===== config.mk =====
export PLATFORM = sky130hd
export DESIGN_NAME = dpram_fwft_fifo_ctrl
export DESIGN_NICKNAME = d
export VERILOG_FILES = /design/src/rtl/dpram_fwft_fifo_ctrl.sv
export SDC_FILE = /design/constraint.sdc
export NUM_CORES = 1
export LEC_CHECK = 0
export ABC_AREA = 1
export BUFFER_PORTS_ARGS = -buffer_cell sky130_fd_sc_hd__buf_2
export CAP_MARGIN = 15
export CORE_UTILIZATION = 43
export DETAILED_ROUTE_END_ITERATION = 10
export MAX_ROUTING_LAYER = met4
export PLACE_DENSITY = 0.81
export SYNTH_ARGS = -nofsm -noshare
export SYNTH_HDL_FRONTEND = slang
export SYNTH_SLANG_ARGS = --single-unit

===== constraint.sdc =====
create_clock -name clk -period 3 [get_ports clk]
set_input_delay 0.15 -clock clk [delete_from_list [all_inputs] [get_ports clk]]
set_output_delay 0.15 -clock clk [all_outputs]
set_load 0.05 [all_outputs]

===== src/rtl/dpram_fwft_fifo_ctrl.sv =====
// First-word-fall-through FIFO controller for an external single-clock true
// dual-port RAM whose reads are registered with a latency of one cycle.
// Port A of the RAM is the write port and port B is the read port. A two-entry
// output buffer (head + skid) gives the consumer registered data and full pop
// throughput.
//
// Ports:
//   clk, rst       single clock, synchronous active-high reset
//   push, din      write request and data; dropped while full
//   full           no RAM slot free (RAM words + in-flight fetch == DEPTH)
//   pop            consume the head word
//   dout           head word; valid when dout_valid
//   dout_valid     head holds a word; empty is its complement
//   level          total words held: RAM + in-flight + output buffer
//   overflow       sticky: push while full
//   underflow      sticky: pop while !dout_valid
//   ram_*_a        RAM write port (address = write pointer)
//   ram_*_b        RAM read port (address = read pointer, write tied off)
//   ram_dout_b     RAM read data, valid the cycle after the address
module dpram_fwft_fifo_ctrl #(
    parameter int unsigned ADDR_WIDTH = 4,
    parameter int unsigned DATA_WIDTH = 32
) (
    input  logic                  clk,
    input  logic                  rst,
    input  logic                  push,
    input  logic [DATA_WIDTH-1:0] din,
    output logic                  full,
    input  logic                  pop,
    output logic [DATA_WIDTH-1:0] dout,
    output logic                  dout_valid,
    output logic                  empty,
    output logic [ADDR_WIDTH+1:0] level,
    output logic                  overflow,
    output logic                  underflow,
    output logic [ADDR_WIDTH-1:0] ram_addr_a,
    output logic                  ram_we_a,
    output logic [DATA_WIDTH-1:0] ram_din_a,
    output logic [ADDR_WIDTH-1:0] ram_addr_b,
    output logic                  ram_we_b,
    output logic [DATA_WIDTH-1:0] ram_din_b,
    input  logic [DATA_WIDTH-1:0] ram_dout_b
);

    localparam int unsigned DEPTH = 1 << ADDR_WIDTH;
    localparam int unsigned CW    = ADDR_WIDTH + 1;
    localparam int unsigned LW    = ADDR_WIDTH + 2;

    localparam logic [ADDR_WIDTH-1:0] PtrOne   = ADDR_WIDTH'(1);
    localparam logic [CW-1:0]         CntOne   = CW'(1);
    localparam logic [CW-1:0]         CntDepth = CW'(DEPTH);

    logic [ADDR_WIDTH-1:0] wr_ptr_q, wr_ptr_d;
    logic [ADDR_WIDTH-1:0] rd_ptr_q, rd_ptr_d;
    logic [CW-1:0]         ram_cnt_q, ram_cnt_d;
    logic                  inflight_q, inflight_d;
    logic [1:0]            out_cnt_q, out_cnt_d;
    logic [DATA_WIDTH-1:0] head_q, head_d;
    logic [DATA_WIDTH-1:0] skid_q, skid_d;
    logic                  valid_q, valid_d;
    logic                  full_q, full_d;
    logic                  overflow_q, overflow_d;
    logic                  underflow_q, underflow_d;

    logic                  wr_acc;
    logic                  pop_acc;
    logic                  fetch;
    logic [2:0]            stage_cnt;
    logic [CW-1:0]         occ_d;

    assign wr_acc  = push & ~full_q;
    assign pop_acc = pop & valid_q;

    // Words already out of the RAM: output buffer plus the fetch in flight.
    assign stage_cnt = {1'b0, out_cnt_q} + {2'b00, inflight_q};

    // Fetch only if the word it returns next cycle is guaranteed a buffer slot,
    // counting the slot a pop frees in this same cycle.
    assign fetch = (ram_cnt_q != '0) && (stage_cnt < (3'd2 + {2'b00, pop_acc}));

    // Pointer and occupancy bookkeeping.
    always_comb begin
        wr_ptr_d   = wr_ptr_q;
        rd_ptr_d   = rd_ptr_q;
        ram_cnt_d  = ram_cnt_q;
        inflight_d = fetch;

        if (wr_acc) begin
            wr_ptr_d = wr_ptr_q + PtrOne;
        end
        if (fetch) begin
            rd_ptr_d = rd_ptr_q + PtrOne;
        end

        unique case ({wr_acc, fetch})
            2'b10:   ram_cnt_d = ram_cnt_q + CntOne;
            2'b01:   ram_cnt_d = ram_cnt_q - CntOne;
            default: ram_cnt_d = ram_cnt_q;
        endcase

        // A RAM slot counts as occupied until its fetch has returned.
        occ_d  = ram_cnt_d + {{ADDR_WIDTH{1'b0}}, inflight_d};
        full_d = (occ_d == CntDepth);

        overflow_d  = overflow_q | (push & full_q);
        underflow_d = underflow_q | (pop & ~valid_q);
    end

    // Output buffer: head is always the oldest word, skid the next one.
    always_comb begin
        head_d    = head_q;
        skid_d    = skid_q;
        out_cnt_d = out_cnt_q;

        if (pop_acc) begin
            if (out_cnt_q == 2'd2) begin
                head_d = skid_q;
                if (inflight_q) begin
                    skid_d = ram_dout_b;
                end else begin
                    out_cnt_d = 2'd1;
                end
            end else begin
                if (inflight_q) begin
                    head_d = ram_dout_b;
                end else begin
                    out_cnt_d = 2'd0;
                end
            end
        end else if (inflight_q) begin
            // The fetch rule keeps out_cnt below 2 whenever a return lands
            // without a pop, so the return always has a free slot.
            if (out_cnt_q == 2'd0) begin
                head_d = ram_dout_b;
            end else begin
                skid_d = ram_dout_b;
            end
            out_cnt_d = out_cnt_q + 2'd1;
        end

        valid_d = (out_cnt_d != 2'd0);
    end

    always_ff @(posedge clk) begin
        if (rst) begin
            wr_ptr_q    <= '0;
            rd_ptr_q    <= '0;
            ram_cnt_q   <= '0;
            inflight_q  <= 1'b0;
            out_cnt_q   <= 2'd0;
            head_q      <= '0;
            skid_q      <= '0;
            valid_q     <= 1'b0;
            full_q      <= 1'b0;
            overflow_q  <= 1'b0;
            underflow_q <= 1'b0;
        end else begin
            wr_ptr_q    <= wr_ptr_d;
            rd_ptr_q    <= rd_ptr_d;
            ram_cnt_q   <= ram_cnt_d;
            inflight_q  <= inflight_d;
            out_cnt_q   <= out_cnt_d;
            head_q      <= head_d;
            skid_q      <= skid_d;
            valid_q     <= valid_d;
            full_q      <= full_d;
            overflow_q  <= overflow_d;
            underflow_q <= underflow_d;
        end
    end

    assign full       = full_q;
    assign dout       = head_q;
    assign dout_valid = valid_q;
    assign empty      = ~valid_q;
    assign overflow   = overflow_q;
    assign underflow  = underflow_q;

    assign level = {1'b0, ram_cnt_q}
                 + {{(LW - 1){1'b0}}, inflight_q}
                 + {{(LW - 2){1'b0}}, out_cnt_q};

    assign ram_addr_a = wr_ptr_q;
    assign ram_we_a   = wr_acc;
    assign ram_din_a  = din;
    assign ram_addr_b = rd_ptr_q;
    assign ram_we_b   = 1'b0;
    assign ram_din_b  = '0;

endmodule


Word-level counts from Yosys, hierarchy flattened:

Index checks and enable logic that the tools add are counted.
W data, S select, Z words.

* register bits: 84
* bits in latches: 0
* bits in writable memories: 0
* bits in read-only memories: 0
* input port bits: 68
* memories kept: 0

* $add $sub $neg: 10
* multipliers: 0
* div/mod/pow operators: 0
* magnitude comparators: 1
* eq/ne operators: 7
* shift-type cells: 0
* muxes and demuxes: 15
* bitwise gates (word level): 8
* reductions and logical operators: 9

Operators with widths (number)
* $mux W32: 9
* $mux W2: 5
* $pmux W5 S2: 1
* $add A4 B1 Y4 const B: 2
* $reduce_bool A2 Y1: 4
* $add A5 B1 Y6: 1
* $add A6 B2 Y6: 1
* $add A5 B1 Y5: 1
* $add A5 B1 Y5 const B: 1
* $eq A5 B5 Y1 const B: 1
* $reduce_bool A5 Y1: 1
* $sub A5 B1 Y5 const B: 1
* $and A1 B1 Y1: 4
* $eq A2 B2 Y1 const B: 2
* $ne A2 B2 Y1 const B: 2
* $reduce_and A4 Y1: 1
* $add A2 B1 Y3: 1
* $add A2 B1 Y3 const A: 1
* $lt A3 B3 Y1: 1
* $reduce_and A3 Y1: 1
* $add A2 B1 Y2 const B: 1
* $eq A2 B1 Y1 const B: 1
* $logic_not A2 Y1: 1
* $ne A2 B1 Y1 const B: 1
* 3 further kinds: 5

Depth between registers and ports, before layout:

Gate-level depths: netlist (run 1).

* depth in word-level cells: 8
* mapped depth: 21
* depth with buffers taken out: 21

Worst setup path before layout (run 1):

No wires, ideal clock.

* path type: flip-flop to flip-flop
* start point: register full_q (netlist: full)
* end point: register full_q (netlist: full)
* setup time: 64 ps
* data arrival time: 3309 ps
* data required time: 2936 ps
* path slack: -373 ps
* cell stages (with the launch flop): 15
* period minus slack after synthesis: 3373 ps
* path through: dfxtp_1 -> nor2_1 -> inv_1 -> ha_1 -> nor2_1 -> nor2_4 -> ha_1 -> inv_1 -> o21ai_0 -> ha_1 -> nor2_1 -> nand2_1 -> a21oi_1 -> nand3_1 -> nor2_1

* cells in the longest elaborated chain, start to end: 6
* elaborated cells between the ends (all ways): 7
* those cells by class: add/sub (1); eq/ne (3); mux (1); bitwise (2)

RTL lines
* start: declaration: RTL line 61 `logic full_q, full_d;`
* start signal: assignment: RTL line 166 `full_q <= full_d;`
* $not A1 Y1 (*): RTL line 71 `assign wr_acc = push & ~full_q;`
* $and A1 B1 Y1 (*): RTL line 71
* named net ram_we_a: RTL line 37 `output logic ram_we_a,`
* $eq A2 B1 Y1 or $eq A2 B2 Y1 (tied branches): RTL line 95 `unique case ({wr_acc, fetch})`
* $pmux W5 S2 (*): RTL line 95
* named net ram_cnt_d[1]: RTL line 55 `logic [CW-1:0] ram_cnt_q, ram_cnt_d;`
* $add A5 B1 Y5 (*): RTL line 102 `occ_d = ram_cnt_d + {{ADDR_WIDTH{1'b0}}, inflight_d};`
* $eq A5 B5 Y1 (*): RTL line 103 `full_d = (occ_d == CntDepth);`

Mark *: on every way through the listed nets, which the timed path passes. The rest lies on a longest branch.
A chain may end at the register's enable or synchronous reset.

Final worst setup path (run 1):

* start point: register out_cnt_q[0]
* end point: register full_q (netlist: full)

* cells in the longest elaborated chain, start to end: 7
* elaborated cells between the ends (all ways): 8
* those cells by class: add/sub (2); order compare (1); eq/ne (3); mux (1); reduce/logical (1)

RTL lines
* start: declaration: RTL line 57 `logic [1:0] out_cnt_q, out_cnt_d;`
* start signal: assignment: RTL line 162 `out_cnt_q <= out_cnt_d;`
* $add A2 B1 Y3 (*): RTL line 75 `assign stage_cnt = {1'b0, out_cnt_q} + {2'b00, inflight_q};`
* $lt A3 B3 Y1 (*): RTL line 79 `assign fetch = (ram_cnt_q != '0) && (stage_cnt < (3'd2 + {2'b00, pop_acc}));`
* $logic_and A1 B1 Y1 (*): RTL line 79
* named net fetch: RTL line 67 `logic fetch;`
* $eq A2 B1 Y1 or $eq A2 B2 Y1 (tied branches): RTL line 95
* $pmux W5 S2 (*): RTL line 95
* named net ram_cnt_d[0]: RTL line 55
* $add A5 B1 Y5 (*): RTL line 102
* $eq A5 B5 Y1 (*): RTL line 103

Marked as above.

==> results of run 1 <==
-- registers in the layout, indices dropped and copies added, names as in the netlist --
register	count
overflow	1
ram_addr_b	4
skid_q	32
out_cnt_q	2
ram_addr_a	4
underflow	1
inflight_q	1
full	1
dout	32
dout_valid	1
ram_cnt_q	5
-- cell usage in the layout, fill, tap and decap left out, types with 2 or more instances in the layout --
cell      instances
a21oi_1          13
a21oi_2           2
a31oi_1          32
buf_2            87
buf_4             9
clkbuf_8          9
clkinv_4          3
conb_1           33
dfxtp_1          84
fa_1              2
ha_1             10
ha_2              2
inv_1            30
inv_2             3
inv_6             2
nand2_1         103
nand2_2           4
nand3_1          19
nand3_2           2
nand4_1           2
nor2_1           82
nor2_4            3
nor3_1            3
o21ai_0          68
o21ai_1           5
xor2_1            4
-- per-stage QoR --
| stage | cell area, sq um | cells | setup WS [ns] |
|---|---|---|---|
| floorplan | 4390 | 606 | 0.0363 |
| global placement | 4450 | 740 | 0.170 |
| detailed placement | 4450 | 740 | 0.0687 |
| CTS | 4620 | 756 | 0.0214 |
| global route | 4660 | 757 | -0.00213 |
| finish | 4660 | 757 | 0.197 |
-- final timing paths --
kind	startpoint	cells past startpoint	end	slack [ns]
max	out_cnt_q[0]$_SDFF_PP0_	17	full$_SDFF_PP0_	0.20
min	push	3	overflow$_SDFF_PP0_	0.05
max reg2reg	out_cnt_q[0]$_SDFF_PP0_	17	full$_SDFF_PP0_	0.20
min reg2reg	ram_addr_b[3]$_SDFFE_PP0P_	1	ram_addr_b[3]$_SDFFE_PP0P_	0.46
-- cells by family (layout without fill, tap and decap cells) --
group	after synthesis	after routing
buffers and inverters	126	148
XOR/XNOR	4	4
adder cells (fa/ha/maj)	14	14
other	1	33
AO/OA/AOI/OAI	122	122
flip-flops	84	84
AND/OR/NAND/NOR	223	223
-- power groups by stage --
stage	Clock, W	Combinational [W]	Sequential [W]
after floorplan	0	0.00181	0.00244
after global placement	0	0.00295	0.00170
after detailed placement	0	0.00304	0.00172
after CTS	0.000768	0.00305	0.00170
after global routing	0.000806	0.00339	0.00174
final	0.000740	0.00311	0.00169
-- per-layer routing --
| layer | wire length [um] | part of all wire [%] | vias to the layer above |
|---|---|---|---|
| met5 | 0 | 0 | - |
| met4 | 143 | 1.6 | 0 |
| met3 | 582 | 6.3 | 20 |
| met2 | 4340 | 47 | 126 |
| met1 | 4120 | 45 | 1657 |
| li1 | - | - | 1877 |
-- worst max-delay path, cell delays in order (launching register included) --
cell,delay (ns)
dfxtp_1,0.36
ha_1,0.20
ha_1,0.26
o21ai_0,0.06
nand3_1,0.11
inv_2,0.05
buf_4,0.15
ha_2,0.39
inv_1,0.07
nand2_1,0.08
nand2_1,0.06
ha_1,0.20
ha_1,0.27
nor2_1,0.08
nand2_1,0.05
a21oi_1,0.15
nand3_1,0.09
nor2_1,0.11
-- layout make-up --
type	count	area (sq um)	share of cell area (%)
multi-input combinational	396	1960	42.0
sequential	84	1680	36.1
timing repair buffer	98	551	11.8
inverter	34	133	2.85
clock buffer	10	128	2.74
clock inverter	6	47.5	1.02
tap	129	161	3.46
-- synthesized netlist by cell type (all sizes together) --
| library cell | number | area share, % |
|---|---|---|
| ha | 12 | 3.5 |
| nor4 | 1 | 0.15 |
| nand2 | 107 | 9.7 |
| inv | 33 | 2.9 |
| nor3 | 3 | 0.35 |
| a21oi | 15 | 1.9 |
| nand3 | 22 | 3.1 |
| or2 | 1 | 0.15 |
| nor2 | 85 | 7.8 |
| conb | 1 | 0.088 |
| and3 | 1 | 0.15 |
| dfxtp | 84 | 39 |
| xor2 | 4 | 0.82 |
| fa | 2 | 0.94 |
| a31oi | 32 | 4.7 |
| buf | 76 | 13 |
| nand4 | 2 | 0.29 |
| a22oi | 1 | 0.18 |
| clkinv | 1 | 0.21 |
| clkbuf | 16 | 1.4 |
| o21ai | 74 | 8.7 |
| and2 | 1 | 0.15 |
==> metrics list, run 1 <==
* Wirelength per Cell: 12.1 um
- In this run switching power makes up 51.8% of total power.
- The final hold violation count is 0.
* Proportion of synthesized area in mux cells: 0%
* Type of the worst setup path: reg2reg
* Setup TNS: 0 ns
- Data on the critical path arrives at its endpoint at 3.08 ns.
- Post-synth design cell area: 4260 sq um
- Initial Utilization: 45.2%
* Fin Clk Skew: 0.0149 ns
* DRC: 0
- Combinational family with the most area after synthesis: simple AND/OR/NAND/NOR gates
- WP data required: 3.28 ns
* Clock sinks: 84
- Antenna cell count: 0
- Cell internal power was estimated by the tool at 0.00267 W.
- Largest net degree at the start of global routing: 65
- After global routing, the most crowded layer is met2.
* Vias: 3,680
* Remaining antenna violation count: 0
* Filler cell count: 941
- Overall fraction of global-route tracks in use: 18.8%
* Via count normalized by instance count: 4.86
* Switching power: 0.00287 W
- Hold Crit Class: in2reg
* Clock-pin transition on the worst setup and hold timing paths: 0.09 ns
- The worst path in the final design needs a cycle of 2.80 ns, including I/O delays and setup.
- Yosys mapped the design onto 32 distinct sky130hd cell types.
* Initial DRT Pass Iterations: 4
* Placer Congestion: 0.848
* Worst setup SP type: register
- The initial antenna violation count was 0.
- On the final layout, the worst hold slack is 0.0478 ns.
- CTS placed an instance of clkbuf_8 at the clock tree root.
* Clock network latency to the later pin of the worst-skew pair: 0.35 ns
* Wire length of the first global-routing pass: 15.0 mm
* Setup violations, final: 0
- Number of instances in the synthesized netlist: 574
- Count of state elements after synthesis: 84
- Pin placement for this block handled 185 I/O pins.
- Yosys printed 0 warnings.
* Number of global-route vias before repair: 3,387
- CTS-repair resized insts: 0
- From synthesis to final layout, the design area changed by 9.40%.
- Summing the areas of all fa, ha and maj instances in the mapped netlist gives 4.47% of the synthesized area.
* P per Cell Area: 1190 nW/um^2
- Met3 usage: 4.90%
- Status: finished clean
- After Yosys synthesis, XOR and XNOR cells account for 0.823% of the synthesized area.
* Max-slew violation total from the final report: 0
- In the global route stage, met1 resource usage came out at 20.5%.
- Along the worst path, the maximum fanout reaches 7.
* Period Utilization, post-route: 93.4%
* Post-synthesis simple-gate area fraction: 21.9%
- VDD sags by at most 0.000674 V.
- TritonCTS built the clock tree.
- Reg power frac: 30.6%
- At the end of the flow, the number of nets in the layout was 705.
- The H-tree generated during clock tree synthesis spans 3 levels.
- Routed wire length: 9.18 mm
* Sequential fraction of the synthesis area: 39.5%
- In this run the tightest slew margin relative to its limit is 55.0%.
- Slew @ Worst Pin: 0.674 ns
- Number of DRC markers in iteration 0: 114
- Met2 usage: 32.6%
- The total overflow left after global routing is 0.
- Number of cell rows: 35
- Worst setup EP type: register
* Max-cap violations: 0
* Maximum clock insertion buffer count: 2
* Total setup buffers inserted after CTS: 0
- Compound-gate portion of the synthesized area: 15.5%
- Cell leakage power: 2.18 nW
* Half-perimeter wire length after placement: 6.44 mm
* Post-CTS Hold Buffers: 0
- Total clock buffers created by CTS: 9
- The clock network accounts for 13.4% of the total power.
* Design Power: 0.00554 W
- Post-route core utilization: 49.5%
- Buffers placed on the I/O ports in this run total 87.
- In the final layout, the share of cells above drive strength 1 is 21.2%.
- The core region is 9420 sq um.
* Die height: 102 um
- Die ar.: 10,300 sq um
- A synthesized cell averages 7.42 sq um.
- From left edge to right edge, the die measures 102 um.
- Maximum achievable frequency: 357 MHz
- In this run, the combinational gates consume 56.1% of the power.
Power figures use the tool's default switching activity.
==> run 2, diff against run 1 <==
--- a/config.mk
+++ b/config.mk
@@ -8,10 +8,11 @@
 export ABC_AREA = 1
 export BUFFER_PORTS_ARGS = -buffer_cell sky130_fd_sc_hd__buf_2
 export CAP_MARGIN = 15
-export CORE_UTILIZATION = 43
+export CORE_UTILIZATION = 48
 export DETAILED_ROUTE_END_ITERATION = 10
 export MAX_ROUTING_LAYER = met4
-export PLACE_DENSITY = 0.81
+export PLACE_DENSITY = 0.86
+export REMOVE_ABC_BUFFERS = 1
 export SYNTH_ARGS = -nofsm -noshare
 export SYNTH_HDL_FRONTEND = slang
 export SYNTH_SLANG_ARGS = --single-unit
==> constraint.sdc (replaced) <==
create_clock -name clk -period 3.1 [get_ports clk]
set_input_delay 0.155 -clock clk [delete_from_list [all_inputs] [get_ports clk]]
set_output_delay 0.155 -clock clk [all_outputs]
set_load 0.05 [all_outputs]
==> metrics list, run 2 (same netlist as run 1, synthesis figures left out) <==
- For the pin with the worst max-slew slack, the measured transition is 0.883 ns.
- Total clock buffers created by CTS: 9
- Detailed routing inserted a total of 3,821 vias.
* Final Critical Period: 2.88 ns
- In the final layout, the share of cells above drive strength 1 is 21.9%.
* Number of cell rows: 33
- At the end of routability-driven placement, the weighted congestion stood at 0.911.
- The clock reaches the later pin of the worst-skew pair after 0.35 ns.
- The detailed router finished its first iteration with 154 violations.
- Total grt overflow: 0
- On the critical path the largest part of the delay comes from adder cells.
- In the routed design, unresolved DRC markers number 0.
- Half-perimeter wire length after placement: 7.37 mm
* Slowest cell on the critical path: dfxtp_2
- Max-cap violations in this run came to 0.
* Critical path fanouts, max: 7
- Clock skew on the completed layout was measured at 0.0141 ns.
* Clock-pin transition on the worst setup and hold timing paths: 0.09 ns
- Summed over all cells, the static leakage comes to 2.19 nW.
- Power share of the combinational group: 56.0%
- No sink is reached through more buffers than the 2 on the longest clock path.
- Antenna cell count: 0
- Clock sinks: 84
* Post-CTS Hold Buffers: 0
- The region available for standard cell placement spans 8380 sq um.
- Setup violations remaining at the end of the flow were counted as 0.
* Final hold viol count: 0
- Worst setup EP type: register
- I/O pin total: 185
- Worst setup SP type: register
* Clock tree from TritonCTS: yes
* Crit path top cell by count: ha_1
- Entering global routing, the biggest net connects 39 pins.
* Total Nets Final: 707
- Remaining antenna violation count: 0
* Die ar.: 9250 sq um
- Switching power: 0.00285 W
* Worst-path cell chain: ha_1 > ha_1 > o21ai_0 > nand3_1 > inv_2 > ha_4 > nand2_1 > inv_2 > nor2_4 > ha_1 > inv_1 > o21ai_2 > ha_1 > nor2_1 > nand2_1 > a21oi_1 > nand3_1 > nor2_1
- Period Utilization, post-route: 92.8%
- In the final routed layout, each cell accounts on average for 14.3 um.
* Wire length of the first global-routing pass: 16.9 mm
- For this run, the slowest stage of the critical path takes 0.37 ns.
- At the worst endpoint, the arrival time is 3.16 ns.
- Number of global-route vias before repair: 3,505
* Cell internal power dissipation: 0.00265 W
- Leading cell types in the layout, fill and taps excluded: nand2_1 (103), buf_2 (87), nor2_1 (83), dfxtp_1 (83), o21ai_0 (68)
- Cell at the root of the clock tree: clkbuf_8
* Initial Utilization: 50.8%
- After detailed routing, the total wire length is 10.5 mm.
* WP data required: 3.39 ns
- IR Drop Worst-Case VDD: 0.000566 V
* Die Span X: 96.2 um
* Hold Crit Class: in2reg
- The flow ran to the end, and the final reports show no timing, DRC or antenna violations.
- Port buffering added 87 buffers.
- CTS H-tree lvls: 3
- The number of buffers and inverters on the critical path is 3.
* Maximum achievable frequency: 348 MHz
- Synthesis-to-layout area growth: 9.08%
* Net switching share of the total power: 51.8%
* Die height: 96.2 um
* Setup TNS: 0 ns
* Type of the worst setup path: reg2reg
- In this run, flip-flops and latches consume 30.2% of the power.
- Antenna violations before repair: 0
- P per Cell Area: 1180 nW/um^2
* Flop-to-flop setup slack: 0.22 ns
- Initial DRT Pass Iterations: 5
- Design Power: 0.00550 W
* Max-slew violation total from the final report: 0
- Of the total power, the clock network draws 13.7%.
- The library cell used most frequently in the layout, excluding fill and tap cells, is nand2_1.
- Relative slew slack: 41.1%
* Via count normalized by instance count: 5.20
* Overall fraction of global-route tracks in use: 24.6%
## run 2: cell count changes in the layout (fill, tap and decap cells not counted), sizes merged
| cell | delta |
|---|---|
| buf | +2 |
| inv | +1 |
| clkinvlp | +1 |
| clkinv | -2 |
## run 2: final timing paths
path                               from                          to  cells past startpoint
max               inflight_q$_SDFF_PP0_             full$_SDFF_PP0_                     18
min reg2reg  ram_addr_b[3]$_SDFFE_PP0P_  ram_addr_b[3]$_SDFFE_PP0P_                      1
max reg2reg       inflight_q$_SDFF_PP0_             full$_SDFF_PP0_                     18
min                      ram_dout_b[28]     skid_q[28]$_SDFFE_PP0P_                      3
## run 2: cell type report
type	count	area, sq um
Multi-Input combinational cell	396	1970
Inverter	34	136
Clock buffer	10	138
Sequential cell	84	1680
Fill cell	754	3740
Clock inverter	6	53.8
Tap cell	105	131
Timing Repair Buffer	100	533
## run 2: per-layer routing
| layer | part of all wire [%] | track usage [%] | vias up |
|---|---|---|---|
| met5 | 0 | - | - |
| met4 | 1.4 | 8.08 | 0 |
| met3 | 10 | 10.6 | 12 |
| met2 | 43 | 36.0 | 174 |
| met1 | 46 | 30.2 | 1757 |
| li1 | - | - | 1878 |
## run 2: stage by stage
| step | hold WS, ns | setup slack, ns | area [sq um] | std cells | util [%] |
|---|---|---|---|---|---|
| after global placement | 0.310 | 0.146 | 4390 | 715 | 52.4 |
| after floorplan | 0.224 | -0.303 | 3750 | 514 | - |
| after global routing | 0.0672 | -0.0182 | 4640 | 735 | 55.4 |
| after detailed placement | 0.310 | 0.00253 | 4390 | 715 | 52.4 |
| after CTS | 0.0457 | 0.0103 | 4580 | 731 | 54.7 |
| final | 0.0574 | 0.223 | 4640 | 735 | 55.4 |
## run 2: worst reg2reg max path, stage by stage, from the launching register on
cell     delay (ns)
dfxtp_2        0.37
ha_1           0.20
ha_1           0.26
o21ai_0        0.08
nand3_1        0.16
inv_2          0.19
ha_4           0.19
nand2_1        0.06
inv_2          0.09
nor2_4         0.04
ha_1           0.27
inv_1          0.04
o21ai_2        0.13
ha_1           0.24
nor2_1         0.11
nand2_1        0.06
a21oi_1        0.14
nand3_1        0.09
nor2_1         0.10
## run 2: timing repair
item / CTS / global route
endpoints found under the setup margin: 1 / 1
pin swaps: 0 / 1
resized for setup: 1 / 8
setup buffers: 0 / 4
## run 2: power groups by stage
| stage | clock network (W) | registers, W | logic [W] |
|---|---|---|---|
| 2_1_floorplan | 0 | 0.00237 | 0.00150 |
| 4_1_cts | 0.000777 | 0.00165 | 0.00289 |
| 5_1_grt | 0.000826 | 0.00171 | 0.00338 |
| 6_report | 0.000755 | 0.00166 | 0.00308 |
| 3_3_place_gp | 0 | 0.00165 | 0.00279 |
| 3_5_place_dp | 0 | 0.00167 | 0.00288 |
==> run 3, diff against run 2 <==
--- a/config.mk
+++ b/config.mk
@@ -9,9 +9,11 @@
 export BUFFER_PORTS_ARGS = -buffer_cell sky130_fd_sc_hd__buf_2
 export CAP_MARGIN = 15
 export CORE_UTILIZATION = 48
+export CTS_CLUSTER_DIAMETER = 100
 export DETAILED_ROUTE_END_ITERATION = 10
 export MAX_ROUTING_LAYER = met4
 export PLACE_DENSITY = 0.86
+export RECOVER_POWER = 50
 export REMOVE_ABC_BUFFERS = 1
 export SYNTH_ARGS = -nofsm -noshare
 export SYNTH_HDL_FRONTEND = slang
==> metrics list, run 3 (same netlist as run 1, synthesis figures left out) <==
* Cell leakage power: 2.01 nW
- The library cell used most frequently in the layout, excluding fill and tap cells, is nand2_1.
* Share of total power in the clock network: 13.8%
- IR Drop Worst-Case VDD: 0.000562 V
- Clock-pin transition on the worst setup and hold timing paths: 0.09 ns
- The detailed router finished its first iteration with 179 violations.
* Slowest cell on the critical path: dfxtp_2
* Period Utilization, post-route: 92.9%
* WP data required: 3.39 ns
- Routed wire length: 10.6 mm
* R2R Path Start: inflight_q$_SDFF_PP0_
* Total Nets Final: 707
* Setup TNS: 0 ns
- Net switching share of the total power: 52.4%
- The number of clock buffers added by TritonCTS is 9.
* Antenna violations before repair: 0
- The run finished with clean final reports.
- The critical path starts at inflight_q$_SDFF_PP0_.
- Final hold viol count: 0
- Detailed placement ended at an HPWL of 7.37 mm.
- Clock sinks: 84
- The completed layout was analyzed and its total power is 0.00545 W.
- Filler-free cell count of the finished design: 735
- Final hold analysis gives a worst-case slack of 0.0560 ns.
- CP arrival: 3.17 ns
- Clock latency on the worst-skew pair, taken at its later pin, is 0.35 ns.
* Hold Crit Class: in2reg
- Maximum clock insertion buffer count: 2
- Counting the fill cells in the layout gives 778.
* Setup violations, final: 0
* Type of the worst setup path: reg2reg
- Final Critical Period: 2.88 ns
- The worst setup path is captured at a register.
- Via count normalized by instance count: 5.21
- The first global-routing pass estimated 16.9 mm of wire.
- Count of buffers from port buffering: 87
- After detailed routing, the number of remaining DRC violations is 0.
* Die height: 96.2 um
- The via count of the first global-routing pass was 3,505.
- Wirelength per Cell: 14.4 um
* Overall fraction of global-route tracks in use: 24.6%
- Largest net degree at the start of global routing: 39
* Placed Cells: 715
- Cell internal power was estimated by the tool at 0.00259 W.
- In this run the power spent charging and discharging nets is 0.00286 W.
* Placeable core area: 8380 sq um
- Power share of the combinational group: 55.5%
- Along the worst path, the maximum fanout reaches 7.
- Delay of the slowest cell on the worst path: 0.37 ns
* Fraction of final layout cells with drive strength greater than 1: 14.6%
- P per Cell Area: 1190 nW/um^2
* Relative slew slack: 40.4%
- Relative to the synthesized area, the layout overhead comes to 7.73%.
* Placed Instance Area: 4390 sq um
- Among the stages of the critical path, the cell type that occurs most often is ha_1.
* Initial DRT Pass Iterations: 6
- The share of total power dissipated in sequential elements is 30.6%.
- The count of pins over their slew limit was 0.
* Die ar.: 9250 sq um
* Vias: 3,832
* Leading cell types in the layout, fill and taps excluded: nand2_1 (103), nor2_1 (83), dfxtp_1 (83)
* Placer Congestion: 0.911
- At the pin with the least slew margin, the transition time is 0.894 ns.
* I/O pin total: 185
- Die Span X: 96.2 um
- Hold_sp: ram_dout_b[28]
- Maximum achievable frequency: 347 MHz
- TritonCTS built the clock tree.
- Worst-path cell chain: ha_1 > ha_1 > o21ai_0 > nand3_1 > inv_2 > ha_4 > nand2_1 > inv_2 > nor2_4 > ha_1 > inv_1 > o21ai_2 > ha_1 > nor2_1 > nand2_1 > a21oi_1 > nand3_1 > nor2_1
- 0 antenna diodes ended up in the layout.
- Post-route cell area: 4590 sq um
* Fin Clk Skew: 0.0135 ns
- Cell at the root of the clock tree: clkbuf_8
* Max-cap violations: 0
- The worst setup path is launched from a register.
- In this run the number of H-tree levels came out at 3.
- Total grt overflow: 0
- Initial Utilization: 50.8%
- Once detail routing completed, the nets flagged for antenna violations numbered 0.
- Number of cell rows: 33
run 3: cell count changes in the layout (fill, tap and decap cells not counted):
| cell | previous run | this run |
|---|---|---|
| buf_2 | 87 | 41 |
| clkbuf_1 | 0 | 46 |
| and2_0 | 0 | 1 |
| and2_1 | 1 | 0 |
run 3: power groups by stage:
stage               Sequential (W)  Combinational [W]  Clock [W]
floorplan                  0.00237            0.00150          0
global placement           0.00165            0.00279          0
detailed placement         0.00167            0.00288          0
CTS                        0.00165            0.00289   0.000777
global route               0.00171            0.00332   0.000826
finish                     0.00167            0.00303   0.000753
run 3: worst max-delay path: cells and delay by family (launching register included):
family          cells  cell delay (ns)
buf+inv             3             0.32
fa+ha+maj           5             1.16
compound gates      3             0.35
flops               1             0.37
simple gates        7             0.61
run 3: worst paths after layout:
kind                                                    to  slack [ns]  depth (start not counted)
worst max-delay path                       full$_SDFF_PP0_        0.22                         18
worst min-delay path               skid_q[28]$_SDFFE_PP0P_        0.06                          3
worst max register to register             full$_SDFF_PP0_        0.22                         18
worst min register to register  ram_addr_b[3]$_SDFFE_PP0P_        0.46                          1
run 3: cell type report:
type	instances	area, sq um	share of cell area (%)
multi-input cells	396	1970	42.9
flip-flops and latches	84	1680	36.7
repair buffers	100	475	10.4
clock buffers	10	138	3.00
inverters	34	136	2.97
well taps	105	131	2.86
clock inverters	6	53.8	1.17
run 3: per-layer routing:
metal / global-route usage [%] / up-vias / share of wire, %
met5: - / - / 0
met3: 10.6 / 12 / 10
met2: 36.0 / 183 / 43
met1: 30.2 / 1759 / 45
li1: - / 1878 / -
met4: 8.08 / 0 / 1.4
run 3: repair_timing:
action                                  CTS  global route
hold buffers                              0             0
gates resized for setup                   1             8
pin swaps                                 0             1
setup buffers                             0             4
endpoints found under the setup margin    1             1
run 3: through the flow:
step                utilization (%)  setup WS [ns]
floorplan                         -         -0.303
global placement               52.4          0.146
detailed placement             52.4        0.00253
CTS                            54.7         0.0103
global route                   54.7        -0.0183
finish                         54.7          0.222
